`config.mk`:
```
export PLATFORM = sky130hd
export DESIGN_NAME = pad_input_filter
export DESIGN_NICKNAME = d
export VERILOG_FILES = /design/src/rtl/pad_input_filter_pkg.sv /design/src/rtl/pad_filter_ch.sv /design/src/rtl/pad_input_filter.sv
export SDC_FILE = /design/constraint.sdc
export NUM_CORES = 2
export LEC_CHECK = 0
export ABC_CLOCK_PERIOD_IN_PS = 32900
export CAP_MARGIN = 20
export CORE_MARGIN = 8
export CORE_UTILIZATION = 57
export CTS_CLUSTER_DIAMETER = 40
export CTS_CLUSTER_SIZE = 16
export DETAILED_ROUTE_END_ITERATION = 7
export PLACE_DENSITY = 0.8
export SLEW_MARGIN = 20
export SYNTH_ARGS = -nofsm -noshare
export SYNTH_HDL_FRONTEND = slang
export SYNTH_SLANG_ARGS = --single-unit
export TNS_END_PERCENT = 20
```
`constraint.sdc`:
```
create_clock -name clk_i -period 32.9 [get_ports clk_i]
set_clock_uncertainty 0.1 [all_clocks]
set_input_delay 4.935 -clock clk_i [delete_from_list [all_inputs] [get_ports clk_i]]
set_output_delay 4.935 -clock clk_i [all_outputs]
set_load 0.05 [all_outputs]
```
`src/rtl/pad_input_filter_pkg.sv`:
```
// Shared types and helpers for the pad input filter.
package pad_input_filter_pkg;

  localparam int CNT_W_DEFAULT = 8;

  typedef enum logic [1:0] {
    EDGE_NONE = 2'b00,
    EDGE_RISE = 2'b01,
    EDGE_FALL = 2'b10,
    EDGE_BOTH = 2'b11
  } edge_mode_e;

  // True when the observed edge is one the pad is configured to report.
  function automatic logic edge_hit(edge_mode_e mode, logic rise, logic fall);
    logic hit;
    case (mode)
      EDGE_RISE: hit = rise;
      EDGE_FALL: hit = fall;
      EDGE_BOTH: hit = rise | fall;
      default:   hit = 1'b0;
    endcase
    return hit;
  endfunction

endpackage

```
`src/rtl/pad_filter_ch.sv`:
```
// One pad channel: 2-flop synchroniser, debounce filter, edge detect and
// sticky pending bit.
module pad_filter_ch
  import pad_input_filter_pkg::*;
#(
  parameter int CNT_W = CNT_W_DEFAULT
) (
  input  logic             clk_i,
  input  logic             rst_i,
  input  logic             pad_in,
  input  logic             filt_en,
  input  logic [CNT_W-1:0] filt_len,
  input  edge_mode_e       edge_mode,
  input  logic             irq_clr,
  output logic             pad_sync,
  output logic             pad_filt,
  output logic             edge_pend
);

  localparam logic [CNT_W-1:0] CNT_ONE = CNT_W'(1);

  logic             sync_q;
  logic [CNT_W-1:0] cnt;
  logic             filt_d;
  logic             rise;
  logic             fall;
  logic             hit;

  // Two-stage synchroniser for the asynchronous pad input.
  always_ff @(posedge clk_i or posedge rst_i) begin
    if (rst_i) begin
      sync_q   <= 1'b0;
      pad_sync <= 1'b0;
    end else begin
      sync_q   <= pad_in;
      pad_sync <= sync_q;
    end
  end

  // Debounce: the filtered value only follows the synchronised input after
  // it has disagreed for more than filt_len cycles. The increment is only
  // taken while cnt < filt_len, so the counter can never wrap.
  always_ff @(posedge clk_i or posedge rst_i) begin
    if (rst_i) begin
      cnt      <= '0;
      pad_filt <= 1'b0;
    end else if (!filt_en) begin
      cnt      <= '0;
      pad_filt <= pad_sync;
    end else if (pad_sync == pad_filt) begin
      cnt <= '0;
    end else if (cnt >= filt_len) begin
      cnt      <= '0;
      pad_filt <= pad_sync;
    end else begin
      cnt <= cnt + CNT_ONE;
    end
  end

  // Edge qualification against the per-pad mode.
  always_comb begin
    rise = pad_filt & ~filt_d;
    fall = ~pad_filt & filt_d;
    hit  = edge_hit(edge_mode, rise, fall);
  end

  // Delayed filter copy and sticky pending bit; a new edge beats a clear.
  always_ff @(posedge clk_i or posedge rst_i) begin
    if (rst_i) begin
      filt_d    <= 1'b0;
      edge_pend <= 1'b0;
    end else begin
      filt_d <= pad_filt;
      if (hit) begin
        edge_pend <= 1'b1;
      end else if (irq_clr) begin
        edge_pend <= 1'b0;
      end
    end
  end

endmodule

```
`src/rtl/pad_input_filter.sv`:
```
// Per-pad input conditioning for the pad frame outputs; combines all pending
// edge flags into a single interrupt.
module pad_input_filter
  import pad_input_filter_pkg::*;
#(
  parameter int N_IO  = 56,
  parameter int CNT_W = CNT_W_DEFAULT
) (
  input  logic              clk_i,
  input  logic              rst_i,
  input  logic [N_IO-1:0]   pad_in_i,
  input  logic [N_IO-1:0]   filt_en_i,
  input  logic [CNT_W-1:0]  filt_len_i,
  input  logic [2*N_IO-1:0] edge_mode_i,
  input  logic [N_IO-1:0]   irq_clr_i,
  output logic [N_IO-1:0]   pad_sync_o,
  output logic [N_IO-1:0]   pad_filt_o,
  output logic [N_IO-1:0]   edge_pend_o,
  output logic              irq_o
);

  for (genvar g = 0; g < N_IO; g++) begin : g_ch
    pad_filter_ch #(
      .CNT_W(CNT_W)
    ) u_ch (
      .clk_i    (clk_i),
      .rst_i    (rst_i),
      .pad_in   (pad_in_i[g]),
      .filt_en  (filt_en_i[g]),
      .filt_len (filt_len_i),
      .edge_mode(edge_mode_e'(edge_mode_i[2*g +: 2])),
      .irq_clr  (irq_clr_i[g]),
      .pad_sync (pad_sync_o[g]),
      .pad_filt (pad_filt_o[g]),
      .edge_pend(edge_pend_o[g])
    );
  end

  // Interrupt is a pure OR of the pending flops.
  always_comb begin
    irq_o = |edge_pend_o;
  end

endmodule
```
; ---- Word-level counts from Yosys, hierarchy flattened
; Cells that the tools add are included.
[totals]
reg_bits = 728
out_inout_bits = 169
wordCells = 1681
[classes]
add_sub_neg = 56
n_lt_le_gt_ge = 56
n_eq_ne = 336
muxes = 504
bitwise = 280
reduce_logical = 113
[ops]
columns = cell, n
row1 = $mux 8, 168
row2 = $add 8x1->8 const B, 56
row3 = $ge 8x8->1, 56
row4 = $mux 1, 280
row5 = $eq 2x2->1 const B, 112
row6 = $pmux 1 s3, 56
row7 = $and 1x1->1, 112
row8 = $eq 2x1->1 const B, 56
row9 = $ne 2x1->1 const B, 56
row10 = $ne 2x2->1 const B, 56
row11 = $not 1->1, 112
row12 = $reduce_and 2->1, 56
row13 = $reduce_bool 2->1, 56
row14 = $eq 1x1->1, 56
row15 = $or 1x1->1, 56
row16 = $reduce_or 56->1, 1

; ---- Logic depth before layout (Yosys ltp)
[depth]
depth_word = 5
mapped_depth = 6
ltp_nobuf = 6

; ---- Hierarchy
; From an unflattened synthesis, not the netlist that was laid out.
[hier_totals]
cells_unflattened = 4217
area_unflattened_um2 = 44401.3
[by_module_without_submodules]
columns = module, instances, cells_per_inst, area_each_um2, seq_area_each_um2
row1 = pad_filter_ch at g_ch[0].u_ch ..., 54, 75, 790.8, 325.3
row2 = pad_filter_ch at g_ch[7].u_ch ..., 2, 74, 788.3, 325.3
row3 = pad_input_filter, 1, 19, 123.9, 0.0

; ---- Worst setup path before layout
; No wires, ideal clock.
[synth_timing]
kind = input port to flip-flop
start = input filt_len_i[7]
end = register g_ch[12].u_ch.pad_filt
setup_time_ps = 128
t_arrival_ps = 7382
slack_ps = 25291
stages = 6
path_buffers = 0
cell_sequence = inv_1 -> ha_1 -> and4_1 -> a2111oi_4 -> o31ai_1 -> mux2_1
[synth_between]
elab_chain_cells = 3
[synth_lines]
columns = item, line
row1 = start: declaration, pad_input_filter.sv:13  ; input logic [CNT_W-1:0] filt_len_i,
row2 = $ge 8x8->1, pad_filter_ch.sv:52  ; end else if (cnt >= filt_len) begin
row3 = $ne 2x1->1 (no source line), n/a
row4 = $reduce_and 2->1 (no source line), n/a
row5 = end signal: assignment, pad_filter_ch.sv:49  ; pad_filt <= pad_sync;
row6 = end signal: assignment, pad_filter_ch.sv:54  ; pad_filt <= pad_sync;
row7 = end: declaration, pad_filter_ch.sv:16  ; output logic pad_filt,
; No other way between the ends.
; A chain may end at the register's enable or synchronous reset.

; ---- Worst setup path in the final report
[layout_timing]
start = register g_ch[45].u_ch.edge_pend
end = output irq_o
[layout_between]
elab_chain_cells = 1
[layout_lines]
columns = item, line
row1 = start: declaration, pad_filter_ch.sv:17  ; output logic edge_pend
row2 = start signal: assignment, pad_filter_ch.sv:71  ; edge_pend <= 1'b0;
row3 = start signal: assignment, pad_filter_ch.sv:75  ; edge_pend <= 1'b1;
row4 = start signal: assignment, pad_filter_ch.sv:77  ; edge_pend <= 1'b0;
row5 = $reduce_or 56->1, pad_input_filter.sv:41  ; irq_o = |edge_pend_o;
row6 = end: declaration, pad_input_filter.sv:19  ; output logic irq_o
; No other way between the ends.

==> results.json <==
{
  "worst_pin_slew_ns": 1.167,
  "timing.hold.ws_ns": 0.2385,
  "setup_tns_ns": 0,
  "syn_avg_cell_area_um2": 10.80,
  "initial_core_util": 0.5728,
  "drv_slew": 0,
  "finalHoldViolations": 0,
  "worstHoldPathCells": 0,
  "nets": 5419,
  "synthesis.nets": 4989,
  "die_x_um": 294.1,
  "drv_cap": 0,
  "cts_resized": 0,
  "die-height_um": 294.1,
  "synth_cell_types": 34,
  "cts_buffer_depth": 3,
  "dieArea_um2": 86490,
  "start_kind": "register",
  "grt_max_degree": 177,
  "criticalPathCategory": "reg -> out",
  "routedWlPerCell_um": 18.93,
  "worstPathArrival_ns": 3.68,
  "synth_cells": 4083,
  "hold_path_class": "reg -> reg",
  "crit_required_ns": 27.86,
  "grt_use_total": 0.2470,
  "status": "complete, no violations",
  "final_area_um2": 53040,
  "globalplace.congestion": 0.8393,
  "ys_top_cells_by_area": "dfrtp_1, ha_1, xor2_1, nand3_1, inv_1",
  "netlist_area_um2": 44080,
  "period_needed_ns": 8.712,
  "leakagePower_nw": 25.33,
  "numClockSinks": 728,
  "cp-end-kind": "primary output",
  "ys_ff_latch": 728,
  "yosysTopAreaCell": "dfrtp_1",
  "seq_area_frac_synth": 0.4133,
  "ir_drop_v": 0.00004259,
  "grt_remaining_overflow": 0,
  "clock_power_share": 0.473,
  "io_buffers": 458,
  "cts_hold_buf": 0,
  "p_per_area_nw_per_um2": 50.64,
  "wl_mm": 107.1,
  "p_switching_mw": 0.7900,
  "hpwlAfterDp_mm": 74.05,
  "fillers": 5559,
  "p_int_mw": 1.896,
  "route.met2.wl_mm": 50.31,
  "p_sw_frac": 0.2941,
  "rsz0062_at_grt": "no",
  "path_max_fanout": 3,
  "netlist.area_leader.share": 0.4133,
  "cts_made_buffers": 119,
  "avgViaCountPerCell": 5.647,
  "ioPinCount": 459,
  "syn_to_final_growth_pct": 20.32,
  "setup_viol": 0,
  "post-cts-setup-buffers": 0,
  "wl_met3_mm": 6.097,
  "grt_pass1_wl_mm": 173.9,
  "slew-limit-headroom": 0.2154,
  "met1_length_mm": 46.43,
  "vias": 31946,
  "drive_gt1_frac": 0.09623,
  "dpl_cell_area_um2": 48900,
  "cts_tree": "done",
  "fmax_mhz": 114.8,
  "min_period_over_period": 0.2648,
  "grt_pass1_vias": 33101,
  "yosysWarnings": 0,
  "final_antenna_net_count": 0,
  "root_buffer": "clkbuf_16",
  "num_rows": 102,
  "clk_pin_slew_worst_paths_ns": 0.06,
  "dr.pass1.iters": 5,
  "routed.top_layer": "met5",
  "route.detailed.drc": 0,
  "clock_latency_ns": 0.66,
  "antenna_found_initial": 10,
  "htree_levels": 3,
  "fp.coreArea_um2": 76960,
  "drt_iter0_drc": 1716,
  "p_seq_frac": 0.375,
  "pwr-share-comb": 0.152,
  "reg2regPathDepth": 6
}
worst max-delay path: stages (launching register included):
cell             delay, ns
dfrtp_1               0.47
nor4_1                0.76
nand4_1               0.49
or4_1                 0.54
clkdlybuf4s50_1       0.74
path summary, 6_finish.rpt:
path                                                      from                                  to  slack [ns]
max                        g_ch[45].u_ch.edge_pend$_DFFE_PP0P_                               irq_o       24.19
max reg2reg                     g_ch[55].u_ch.cnt[0]$_DFF_PP0_  g_ch[55].u_ch.pad_filt$_DFFE_PP0P_       30.73
max in group asynchronous                                rst_i      g_ch[30].u_ch.sync_q$_DFF_PP0_       24.92
min in group asynchronous                                rst_i      g_ch[50].u_ch.sync_q$_DFF_PP0_        4.71
min reg2reg                     g_ch[11].u_ch.sync_q$_DFF_PP0_    g_ch[11].u_ch.pad_sync$_DFF_PP0_        0.24
min                             g_ch[11].u_ch.sync_q$_DFF_PP0_    g_ch[11].u_ch.pad_sync$_DFF_PP0_        0.24
Yosys cell counts:
master,count
dfrtp_1,728
ha_1,616
nor3_1,171
o311ai_2,32
nand4_1,37
o31ai_1,32
a2111oi_4,32
mux2_1,32
nor2_1,294
nand2b_1,80
nor3b_1,24
o211ai_1,70
a221oi_2,24
inv_1,354
and4_4,29
mux2i_1,34
and2_1,2
nor4_1,14
nor2b_1,24
xor2_1,325
xnor2_1,67
or4_1,1
a31oi_2,24
and4_1,3
and3_1,154
o21ai_0,24
a2111oi_2,32
a21o_1,56
nand3_1,292
o221ai_1,56
o21a_1,32
nand2_1,196
buf_4,168
a31o_2,24
sequential cells by signal, summed over array words and instances (netlist names):
| name | flops |
|---|---|
| g_ch.u_ch.pad_filt | 56 |
| g_ch.u_ch.filt_d | 56 |
| g_ch.u_ch.edge_pend | 56 |
| g_ch.u_ch.pad_sync | 56 |
| g_ch.u_ch.cnt | 448 |
| g_ch.u_ch.sync_q | 56 |
power groups by stage:
stage | logic [mW] | registers, mW | clock network [mW]
3_5_place_dp | 0.407 | 1.02 | 0
3_3_place_gp | 0.396 | 1.02 | 0
6_report | 0.407 | 1.01 | 1.27
2_1_floorplan | 0.294 | 0.995 | 0
5_1_grt | 0.448 | 1.01 | 1.33
4_1_cts | 0.412 | 1.01 | 1.29
final cells by class:
cell class / instances / area, µm² / share of cell area
Multi-Input combinational cell: 2833 / 23290 / 0.4390
Tap cell: 1040 / 1301 / 0.02453
Clock buffer: 134 / 3157 / 0.05952
Antenna cell: 3 / 7.507 / 0.0001415
Sequential cell: 728 / 18220 / 0.3435
Inverter: 354 / 1345 / 0.02536
Timing Repair Buffer: 477 / 4750 / 0.08955
Clock inverter: 88 / 974.7 / 0.01838
per-layer routing:
metal,global-route usage,up-vias
met1,0.3205,15633
met5,0,-
met2,0.4052,791
li1,-,15268
met4,0.09946,4
met3,0.04879,250
stage by stage:
step                utilization  instances  worst slack [ns]  total power [mW]
floorplan                     -       4083             7.441             1.289
global placement         0.6354       5432             24.08             1.416
detailed placement       0.6354       5432             24.03             1.430
CTS                      0.6891       5654             24.13             2.713
global route             0.6892       5657             24.00             2.797
finish                   0.6892       5657             24.19             2.686
cell usage in the layout (no fill, tap or decap), types with 26 or more instances in the layout:
cell type / n
o21a_1: 32
xor2_1: 325
clkdlybuf4s50_1: 457
nand3_1: 292
a2111oi_2: 32
clkbuf_16: 121
xnor2_1: 67
clkinv_2: 26
nand4_1: 37
mux2_1: 32
dfrtp_1: 728
nor3_1: 171
o211ai_1: 70
mux2i_1: 34
nand2b_1: 80
a21o_1: 56
nand2_1: 196
a2111oi_4: 32
o311ai_2: 32
inv_1: 346
nor2_1: 294
o31ai_1: 32
ha_1: 616
and3_1: 154
o221ai_1: 56
and4_4: 29
logic make-up (layout without fill, tap and decap cells):
group	Yosys count	in the layout	synth area share
fa+ha+maj	616	616	0.1748
mux	66	66	0.01590
compound gates	438	438	0.1087
other cells	0	3	0
xor+xnor	392	392	0.07789
simple gates	1321	1321	0.1507
buf+inv	522	1053	0.05875
flops	728	728	0.4133
No activity file was read; power rests on OpenSTA's default activity.
